==> src/rtl/bus_cmd_pkg.sv <==
`default_nettype none
//==============================================================================
// Module   : bus_cmd_pkg
// Summary  : Shared states, command-byte field positions and IRQ token.
// Revision : 1.0 - initial release
//==============================================================================
package bus_cmd_pkg;

    typedef enum logic [2:0] {
        ST_IDLE    = 3'd0,
        ST_WR_DATA = 3'd1,
        ST_WR_CS   = 3'd2,
        ST_RD_CS   = 3'd3,
        ST_RD_WAIT = 3'd4,
        ST_RD_SEND = 3'd5
    } state_e;

    localparam int CMD_RW_BIT   = 7;
    localparam int CMD_LEN_MSB  = 6;
    localparam int CMD_LEN_LSB  = 4;
    localparam int CMD_ADDR_MSB = 3;

    localparam logic [7:0] IRQ_TOKEN = 8'hA5;

endpackage
`default_nettype wire

==> src/rtl/bus_cmd_initiator.sv <==
`default_nettype none
//==============================================================================
// Module   : bus_cmd_initiator
// Summary  : Host byte commands -> single/burst peripheral bus reads/writes.
//            Define BUS_CMD_IRQ_REPORT_EN to report irq rising edges as 0xA5.
// Revision : 1.0 - initial release
//==============================================================================
module bus_cmd_initiator
    import bus_cmd_pkg::*;
#(
    parameter int RD_WAIT   = 1,
    parameter int MAX_BURST = 8
) (
    input  logic       clk,
    input  logic       rst,
    input  logic [7:0] cmd_data,
    input  logic       cmd_valid,
    output logic       cmd_ready,
    output logic [7:0] rsp_data,
    output logic       rsp_valid,
    input  logic       rsp_ready,
    output logic [3:0] bus_ad,
    output logic [7:0] bus_wdata,
    input  logic [7:0] bus_rdata,
    output logic       bus_rw,
    output logic       bus_cs,
    input  logic       irq,
    output logic       busy
);

    localparam int CNT_W  = $clog2(MAX_BURST);
    localparam int WAIT_W = (RD_WAIT < 2) ? 1 : $clog2(RD_WAIT + 1);

    state_e              r_state_q, w_state_d;
    logic [CNT_W-1:0]    r_cnt_q, w_cnt_d;
    logic [3:0]          r_addr_q, w_addr_d;
    logic [WAIT_W-1:0]   r_wait_q, w_wait_d;
    logic [7:0]          r_rsp_data_q, w_rsp_data_d;
    logic [3:0]          r_bus_ad_q, w_bus_ad_d;
    logic                r_bus_rw_q, w_bus_rw_d;
    logic [7:0]          r_bus_wdata_q, w_bus_wdata_d;
    logic                w_tok, w_tok_d;
    logic                w_irq_pend, w_irq_clr;

    always_comb begin
        w_state_d     = r_state_q;
        w_cnt_d       = r_cnt_q;
        w_addr_d      = r_addr_q;
        w_wait_d      = r_wait_q;
        w_rsp_data_d  = r_rsp_data_q;
        w_bus_wdata_d = r_bus_wdata_q;
        w_tok_d       = w_tok;
        w_irq_clr     = 1'b0;

        case (r_state_q)
            ST_IDLE: begin
                if (cmd_valid) begin
                    w_cnt_d   = CNT_W'(cmd_data[CMD_LEN_MSB:CMD_LEN_LSB]);
                    w_addr_d  = cmd_data[CMD_ADDR_MSB:0];
                    w_state_d = cmd_data[CMD_RW_BIT] ? ST_RD_CS : ST_WR_DATA;
                end else if (w_irq_pend) begin
                    w_rsp_data_d = IRQ_TOKEN;
                    w_tok_d      = 1'b1;
                    w_state_d    = ST_RD_SEND;
                end
            end
            ST_WR_DATA: begin
                if (cmd_valid) begin
                    w_bus_wdata_d = cmd_data;
                    w_state_d     = ST_WR_CS;
                end
            end
            ST_WR_CS: begin
                w_addr_d  = r_addr_q + 4'd1;
                w_cnt_d   = r_cnt_q - CNT_W'(1);
                w_state_d = (r_cnt_q == '0) ? ST_IDLE : ST_WR_DATA;
            end
            ST_RD_CS: begin
                w_wait_d  = WAIT_W'(RD_WAIT);
                w_state_d = ST_RD_WAIT;
            end
            ST_RD_WAIT: begin
                if (r_wait_q == '0) begin
                    w_rsp_data_d = bus_rdata;
                    w_state_d    = ST_RD_SEND;
                end else begin
                    w_wait_d = r_wait_q - WAIT_W'(1);
                end
            end
            ST_RD_SEND: begin
                if (rsp_ready) begin
                    if (w_tok) begin
                        w_tok_d   = 1'b0;
                        w_irq_clr = 1'b1;
                        w_state_d = ST_IDLE;
                    end else begin
                        w_addr_d  = r_addr_q + 4'd1;
                        w_cnt_d   = r_cnt_q - CNT_W'(1);
                        w_state_d = (r_cnt_q == '0) ? ST_IDLE : ST_RD_CS;
                    end
                end
            end
            default: w_state_d = ST_IDLE;
        endcase
    end

    // Bus address/direction change only when a strobe starts, so they hold otherwise.
    always_comb begin
        w_bus_ad_d = r_bus_ad_q;
        w_bus_rw_d = r_bus_rw_q;
        if (w_state_d == ST_WR_CS || w_state_d == ST_RD_CS) begin
            w_bus_ad_d = w_addr_d;
            w_bus_rw_d = (w_state_d == ST_RD_CS);
        end
    end

    always_ff @(posedge clk) begin
        if (rst) begin
            r_state_q     <= ST_IDLE;
            r_cnt_q       <= '0;
            r_addr_q      <= '0;
            r_wait_q      <= '0;
            r_rsp_data_q  <= '0;
            r_bus_ad_q    <= '0;
            r_bus_rw_q    <= 1'b1;
            r_bus_wdata_q <= '0;
        end else begin
            r_state_q     <= w_state_d;
            r_cnt_q       <= w_cnt_d;
            r_addr_q      <= w_addr_d;
            r_wait_q      <= w_wait_d;
            r_rsp_data_q  <= w_rsp_data_d;
            r_bus_ad_q    <= w_bus_ad_d;
            r_bus_rw_q    <= w_bus_rw_d;
            r_bus_wdata_q <= w_bus_wdata_d;
        end
    end

`ifdef BUS_CMD_IRQ_REPORT_EN
    logic r_irq_q, r_irq_prev_q, r_irq_pend_q, r_tok_q;

    // A new edge wins over a same-cycle clear so no interrupt is lost.
    always_ff @(posedge clk) begin
        if (rst) begin
            r_irq_q      <= 1'b0;
            r_irq_prev_q <= 1'b0;
            r_irq_pend_q <= 1'b0;
            r_tok_q      <= 1'b0;
        end else begin
            r_irq_q      <= irq;
            r_irq_prev_q <= r_irq_q;
            r_tok_q      <= w_tok_d;
            if (r_irq_q && !r_irq_prev_q) begin
                r_irq_pend_q <= 1'b1;
            end else if (w_irq_clr) begin
                r_irq_pend_q <= 1'b0;
            end
        end
    end

    assign w_tok      = r_tok_q;
    assign w_irq_pend = r_irq_pend_q;
`else
    logic w_unused;

    assign w_tok      = 1'b0;
    assign w_irq_pend = 1'b0;
    assign w_unused   = ^{irq, w_tok_d, w_irq_clr};
`endif

    assign cmd_ready = (r_state_q == ST_IDLE) || (r_state_q == ST_WR_DATA);
    assign rsp_valid = (r_state_q == ST_RD_SEND);
    assign rsp_data  = r_rsp_data_q;
    assign bus_cs    = (r_state_q == ST_WR_CS) || (r_state_q == ST_RD_CS);
    assign bus_ad    = r_bus_ad_q;
    assign bus_rw    = r_bus_rw_q;
    assign bus_wdata = r_bus_wdata_q;
    assign busy      = (r_state_q != ST_IDLE);

endmodule
`default_nettype wire

==> config.mk <==
export PLATFORM = sky130hd
export DESIGN_NAME = bus_cmd_initiator
export DESIGN_NICKNAME = d
export VERILOG_FILES = /design/src/rtl/bus_cmd_pkg.sv /design/src/rtl/bus_cmd_initiator.sv
export SDC_FILE = /design/constraint.sdc
export NUM_CORES = 1
export LEC_CHECK = 0
export CORE_UTILIZATION = 43
export CTS_BUF_LIST = sky130_fd_sc_hd__clkbuf_2
export DETAILED_ROUTE_END_ITERATION = 16
export GPL_TIMING_DRIVEN = 0
export PLACE_DENSITY = 0.79
export SYNTH_ARGS = -nofsm -noshare
export SYNTH_HDL_FRONTEND = slang
export SYNTH_SLANG_ARGS = --single-unit
==> constraint.sdc <==
create_clock -name clk -period 1.5 [get_ports clk]
set_input_delay 0.225 -clock clk [delete_from_list [all_inputs] [get_ports clk]]
set_output_delay 0.225 -clock clk [all_outputs]
set_load 0.005 [all_outputs]
==> flow_metrics.py, run 1 <==
metrics = {
    "floorplanning": {
        "die_area_sq_um": 3590,
        "core_region_area_sq_um": 3130,
        "rows": 20,
        "dieHeight_um": 59.9,
        "io_pins": 46,
        "initial_core_util_pct": 46.1,
        "die_width_um": 59.9,
    },
    "hold_path": {
        "hold_path_class": "in -> reg",
    },
    "drt": {
        "wl_met1_mm": 1.77,
        "avgRoutedWirePerCell_um": 13.7,
        "wl_met3_um": 131,
        "highest_layer": "met4",
        "drc_errors": 0,
        "drt-total-wl_mm": 3.87,
        "drt_iter0_drc": 65,
        "vias_per_cell": 5.11,
        "drtPass1Iterations": 4,
        "ant_nets": 0,
        "wl_met2_mm": 1.89,
        "vias": 1442,
    },
    "final_layout": {
        "nFillCells": 235,
        "final-seq-area_sq_um": 678,
        "area_delta_synth_final_pct": 55.4,
        "n_antenna_cell": 0,
        "fin_util_pct": 71.7,
        "final_nets": 262,
        "drive_gt1_share_pct": 32.8,
        "multi_input_area_sq_um": 781,
        "final_cells": 282,
    },
    "placed_design": {
        "dp_cells": 261,
        "place_ws_ns": -0.408,
        "dp_hpwl_mm": 2.43,
        "gp_congestion": 0.776,
        "port_buffers": 44,
    },
    "timing": {
        "relSlewSlack_pct": 63.7,
        "setup-tns-final_ns": -1.05,
        "worst_slew_pin_slew_ns": 0.542,
        "timing.final.crit_period_ns": 1.65,
        "hold_violations": 0,
        "clock.fmax_mhz": 606,
        "skew_ns": 0.0119,
        "rsz0062_at_grt": "yes",
        "finalSetupViolations": 19,
        "drv_slew": 0,
        "hold_ws_ns": 0.367,
        "fin_ws_ns": -0.150,
        "period_share_pct": 110,
    },
    "global_routing": {
        "grt_pass1_vias": 1318,
        "grt_usage_pct": 23.0,
        "antenna_found_initial": 0,
        "grt_pass1_wl_mm": 5.93,
        "grt_max_degree": 11,
        "overflow": 0,
    },
    "power": {
        "p_leak_nw": 1.10,
        "ir_drop_uv": 635,
        "power_density_nw_per_um2": 822,
    },
    "cts": {
        "ctsHoldBuffers": 0,
        "cts_buffers": 5,
        "cts_buffer_depth": 2,
        "cts-root-buf": "clkbuf_2",
        "cts.sinks": 32,
        "path_clk_slew_ns": 0.16,
        "worstSkewPairLatency_ns": 0.38,
        "htree_levels": 2,
        "cts_tree": "yes",
    },
    "logic_synthesis": {
        "ys_async_sr_fraction_pct": 0,
        "ys_ff_latch": 32,
        "synth_top_cell_by_area": "dfxtp_1",
        "syn_nets": 197,
        "yosysMostFrequentCell": "nand2_1",
        "synth_cell_types": 38,
        "yosysSeqAreaShare_pct": 44.4,
        "synth-edff-count": 0,
        "netlist_area_sq_um": 1440,
        "synth_commonest_cells": "nand2_1, dfxtp_1, a21oi_1, nor2_1",
        "syn_inst": 173,
        "synth_area_per_cell_sq_um": 8.34,
        "synthFlopType": "dfxtp_1",
        "synth_top_area_share_pct": 44.4,
        "yosys_warnings": 0,
        "synth_area_leaders": "dfxtp_1, a21oi_1, nand2_1",
    },
    "worst_setup_path": {
        "reg2reg_slack_ns": -0.15,
        "crit_arrival_ns": 1.96,
        "crit_type": "reg -> reg",
        "endpoint": "bus_ad[0]",
        "critPathLaunch": "r_state_q[2]",
        "regToRegEndpoint": "bus_ad[0]",
        "rr_startpoint": "r_state_q[2]",
        "reg2regPathDepth": 8,
        "cp-end-kind": "register",
        "worstSetupStartpointType": "register",
        "crit_fanout": 5,
        "required_ns": 1.81,
    },
    "flow_run": {
        "cap_violations": 0,
    },
    "run_status": {
        "violations": "negative setup slack",
        "status": "complete, but fails checks",
    },
}
==> worst min path at each step <==
stage                 start            to  slack [ns]  cells past startpoint
2_1_floorplan           rst  r_state_q[1]        0.30                      1
3_3_place_gp     r_cnt_q[1]    r_cnt_q[1]        0.44                      2
3_5_place_dp    rsp_data[1]   rsp_data[1]        0.45                      2
4_1_cts        bus_rdata[0]   rsp_data[0]        0.35                      3
5_1_grt        bus_rdata[0]   rsp_data[0]        0.36                      3
6_report       bus_rdata[0]   rsp_data[0]        0.37                      3
==> state kept, by name, indices dropped and copies added (netlist names) <==
name,cells
bus_rw,1
bus_wdata,8
r_wait_q,1
r_cnt_q,3
rsp_data,8
r_state_q,3
bus_ad,4
r_addr_q,4
==> report_power, final <==
group / total [mW] / internal [mW] / switching, mW
combinational: 0.479 / 0.260 / 0.219
sequential: 0.958 / 0.911 / 0.0467
clock: 0.407 / 0.111 / 0.295
==> cells in the final DEF, fill, tap and decap left out, drive strengths merged, types with 2 or more instances in the layout <==
master	netlist	layout
a211oi	2	2
a21oi	31	31
a221oi	3	3
a311oi	3	3
and2	2	2
and3	3	3
buf	7	22
clkbuf	4	11
clkdlybuf4s50	0	25
dfxtp	32	32
dlygate4sd2	0	2
dlymetal6s2s	0	15
ha	3	3
inv	4	4
nand2	40	40
nand3	2	2
nor2	12	12
nor2b	3	3
nor4b	2	2
o21ai	2	2
o21bai	3	3
==> critical path, cell delays in order, from the launching register on <==
cell      delay (ns)
dfxtp_4         0.39
buf_4           0.14
nand3b_1        0.12
inv_2           0.06
buf_4           0.13
buf_6           0.10
a32o_2          0.25
buf_6           0.14
a311oi_2        0.25
==> metal layers <==
metal,up-vias,GRT usage [%]
met2,35,35.6
met4,0,11.3
met3,9,6.93
met5,-,0
met1,670,28.9
li1,728,-
==> repair_timing <==
action	CTS	global route
endpoints found under the setup margin	25	44
gates cloned	1	0
resized for setup	31	47
buffers inserted	8	7
pin swaps	4	8
==> kinds of logic (layout without fill, tap and decap cells) <==
logic type	Yosys count	count (layout)	share of synthesized area, %
simple gates	72	72	24.2
fa+ha+maj	3	3	2.60
xor+xnor	1	1	0.607
compound gates	50	50	22.2
flops	32	32	44.4
buf+inv	15	80	5.98
==> area by class of cell <==
cell class	count	share of cell area [%]
Clock buffer	6	1.34
Multi-Input combinational cell	126	34.8
Inverter	4	0.670
Sequential cell	32	30.2
Clock inverter	1	0.223
Tap cell	44	2.46
Buffer	9	3.46
Timing Repair Buffer	60	26.8
==> per-stage QoR <==
step,power (mW),cell area (sq um)
3_3_place_gp,1.37,1940
2_1_floorplan,1.20,1440
5_1_grt,1.96,2240
3_5_place_dp,1.38,1940
4_1_cts,1.82,2100
6_report,1.84,2240
No activity file was read; power rests on OpenSTA's default activity.
==> inputs of run 2 (changes only) <==
--- a/config.mk
+++ b/config.mk
@@ -5,8 +5,10 @@
 export SDC_FILE = /design/constraint.sdc
 export NUM_CORES = 1
 export LEC_CHECK = 0
+export ABC_AREA = 1
 export CORE_UTILIZATION = 43
 export CTS_BUF_LIST = sky130_fd_sc_hd__clkbuf_2
+export CTS_CLUSTER_DIAMETER = 80
 export DETAILED_ROUTE_END_ITERATION = 16
 export GPL_TIMING_DRIVEN = 0
 export PLACE_DENSITY = 0.79
==> flow_metrics.py, run 2 <==
metrics = {
    "run_status": {
        "status": "complete, but fails checks",
        "violations": "negative setup slack",
    },
    "global_routing": {
        "antenna_found_initial": 0,
        "grt_pass1_wl_mm": 6.03,
        "grt_usage_pct": 23.0,
        "grt_max_degree": 11,
        "grt_pass1_vias": 1389,
        "overflow": 0,
    },
    "worst_setup_path": {
        "crit_type": "reg -> reg",
        "reg2regPathDepth": 9,
        "worstSetupStartpointType": "register",
        "slowest_stage": "dfxtp_4",
        "cp-end-kind": "register",
        "required_ns": 1.76,
        "critPathMaxStageDelay_ns": 0.39,
        "reg2reg_slack_ns": -0.04,
        "regToRegEndpoint": "bus_rw",
        "rr_startpoint": "r_state_q[1]",
        "path_cells": "buf_6 -> nor2_4 -> nand2_2 -> nor2_2 -> nand2_1 -> nand3_2 -> inv_2 -> nand2_1 -> nand3_2",
        "crit_fanout": 7,
        "crit_arrival_ns": 1.79,
    },
    "final_layout": {
        "final_common_cell": "nor2_1",
        "drive_gt1_share_pct": 30.4,
        "area_delta_synth_final_pct": 55.3,
        "nFillCells": 258,
        "final_cell_mix": "nor2_1, clkdlybuf4s50_1, o21ai_0, nand2_1",
        "final_nets": 294,
        "n_antenna_cell": 0,
        "final-seq-area_sq_um": 667,
        "multi_input_area_sq_um": 803,
    },
    "timing": {
        "finalSetupViolations": 5,
        "hold_ws_ns": 0.396,
        "fin_ws_ns": -0.0378,
        "relSlewSlack_pct": 75.4,
        "hold_violations": 0,
        "worst_slew_pin_slew_ns": 0.369,
        "clock.fmax_mhz": 650,
        "period_share_pct": 103,
        "drv_slew": 0,
        "timing.final.crit_period_ns": 1.54,
        "rsz0062_at_grt": "yes",
        "skew_ns": 0.0112,
    },
    "drt": {
        "drt_iter0_drc": 47,
        "drc_errors": 0,
        "vias": 1570,
        "ant_nets": 0,
        "vias_per_cell": 5.00,
        "drtPass1Iterations": 4,
        "drt-total-wl_mm": 4.06,
        "avgRoutedWirePerCell_um": 12.9,
    },
    "flow_run": {
        "cap_violations": 0,
    },
    "power": {
        "power_density_nw_per_um2": 933,
        "p_leak_nw": 1.06,
        "ir_drop_uv": 500,
    },
    "floorplanning": {
        "die_area_sq_um": 3610,
        "die_width_um": 60.1,
        "dieHeight_um": 60.1,
        "core_region_area_sq_um": 3130,
        "io_pins": 46,
        "initial_core_util_pct": 46.4,
        "rows": 20,
    },
    "cts": {
        "htree_levels": 2,
        "cts_buffer_depth": 2,
        "cts_tree": "yes",
        "worstSkewPairLatency_ns": 0.37,
        "cts.sinks": 32,
        "path_clk_slew_ns": 0.16,
        "cts_buffers": 5,
        "cts-root-buf": "clkbuf_2",
    },
    "logic_synthesis": {
        "syn_nets": 226,
        "synth_commonest_cells": "nor2_1, dfxtp_1, o21ai_0, inv_1, nand2_1",
        "netlist_area_sq_um": 1450,
        "synth_top_area_share_pct": 44.1,
        "ys_ff_latch": 32,
        "yosysSeqAreaShare_pct": 44.1,
        "yosysMostFrequentCell": "nor2_1",
        "synthFlopType": "dfxtp_1",
        "synth_cell_types": 23,
        "synth_top_cell_by_area": "dfxtp_1",
        "synth-edff-count": 0,
        "synth_area_per_cell_sq_um": 7.19,
        "synth_area_leaders": "dfxtp_1, nor2_1, o21ai_0",
        "syn_inst": 202,
        "yosys_warnings": 0,
        "ys_async_sr_fraction_pct": 0,
    },
    "hold_path": {
        "holdCritStartpoint": "cmd_data[5]",
        "min_to": "bus_wdata[5]",
        "hold_depth": 3,
        "hold_path_class": "in -> reg",
    },
    "placed_design": {
        "place_ws_ns": -0.277,
        "dp_hpwl_mm": 2.60,
        "gp_congestion": 0.868,
        "port_buffers": 44,
    },
}
==> run 2: cells by family after synthesis <==
group / Yosys count / synth area share, %
AOI/OAI and AO/OA: 42 / 15.1
xor gates and xnor gates: 1 / 0.603
adders and majority gates: 3 / 2.58
buffers and inverters: 28 / 7.32
DFF: 32 / 44.1
and+or+nand+nor: 96 / 30.3
==> run 2: power by group <==
group	internal [mW]	total [mW]	switching, mW
logic	0.360	0.718	0.358
registers	0.939	1.00	0.0609
clock network	0.111	0.388	0.277
total	1.41	2.11	0.696
==> run 2: metrics by stage <==
stage	power (mW)	area, sq um	utilization, %	setup TNS (ns)	std cells
floorplan	1.29	1450	-	0	202
global placement	1.53	1950	62.3	-4.54	290
detailed placement	1.54	1950	62.3	-4.76	290
CTS	2.01	2110	67.4	-0.0339	306
global route	2.24	2260	72.1	-0.756	314
finish	2.11	2260	72.1	-0.120	314
==> run 2: timing repair <==
| item | CTS | global route |
|---|---|---|
| setup endpoints to repair | 10 | 34 |
| pin swaps | 6 | 11 |
| gates cloned | 0 | 0 |
| hold endpoints to repair | 0 | 0 |
| gates resized for setup | 34 | 44 |
| hold buffers | 0 | 0 |
| buffers inserted | 9 | 8 |
==> run 2: critical path: cells and delay by family, from the launching register on <==
kind / cells / cell delay [ns]
flip-flops: 1 / 0.39
buffers and inverters: 2 / 0.20
AND/OR/NAND/NOR: 7 / 0.85
==> run 2: per-layer routing <==
| layer | global-route usage (%) | up-vias | wire [um] | part of all wire, % |
|---|---|---|---|---|
| met1 | 26.6 | 715 | 1680 | 41 |
| met3 | 5.63 | 16 | 162 | 4.0 |
| li1 | - | 789 | - | - |
| met4 | 10.3 | 0 | 149 | 3.7 |
| met5 | 0 | - | 0 | 0 |
| met2 | 39.6 | 50 | 2060 | 51 |
==> run 2: worst max-delay path by stage <==
| stage | startpoint | endpoint | slack (ns) | cells past startpoint |
|---|---|---|---|---|
| floorplan | r_cnt_q[0] | bus_ad[3] | 0.05 | 11 |
| global placement | rst | bus_ad[0] | -0.24 | 5 |
| detailed placement | rst | bus_wdata[3] | -0.28 | 5 |
| CTS | r_cnt_q[0] | bus_rw | -0.02 | 11 |
| global route | r_state_q[1] | bus_ad[1] | -0.12 | 9 |
| finish | r_state_q[1] | bus_rw | -0.04 | 9 |
==> run 2: layout make-up <==
class                   count  share of cell area (%)
plain buffers               3                   0.721
clock buffers               6                    1.33
clock inverters             1                   0.222
inverters                  25                    4.49
multi-input cells         142                    35.6
flip-flops and latches     32                    29.6
well taps                  44                    2.44
repair buffers             61                    25.6
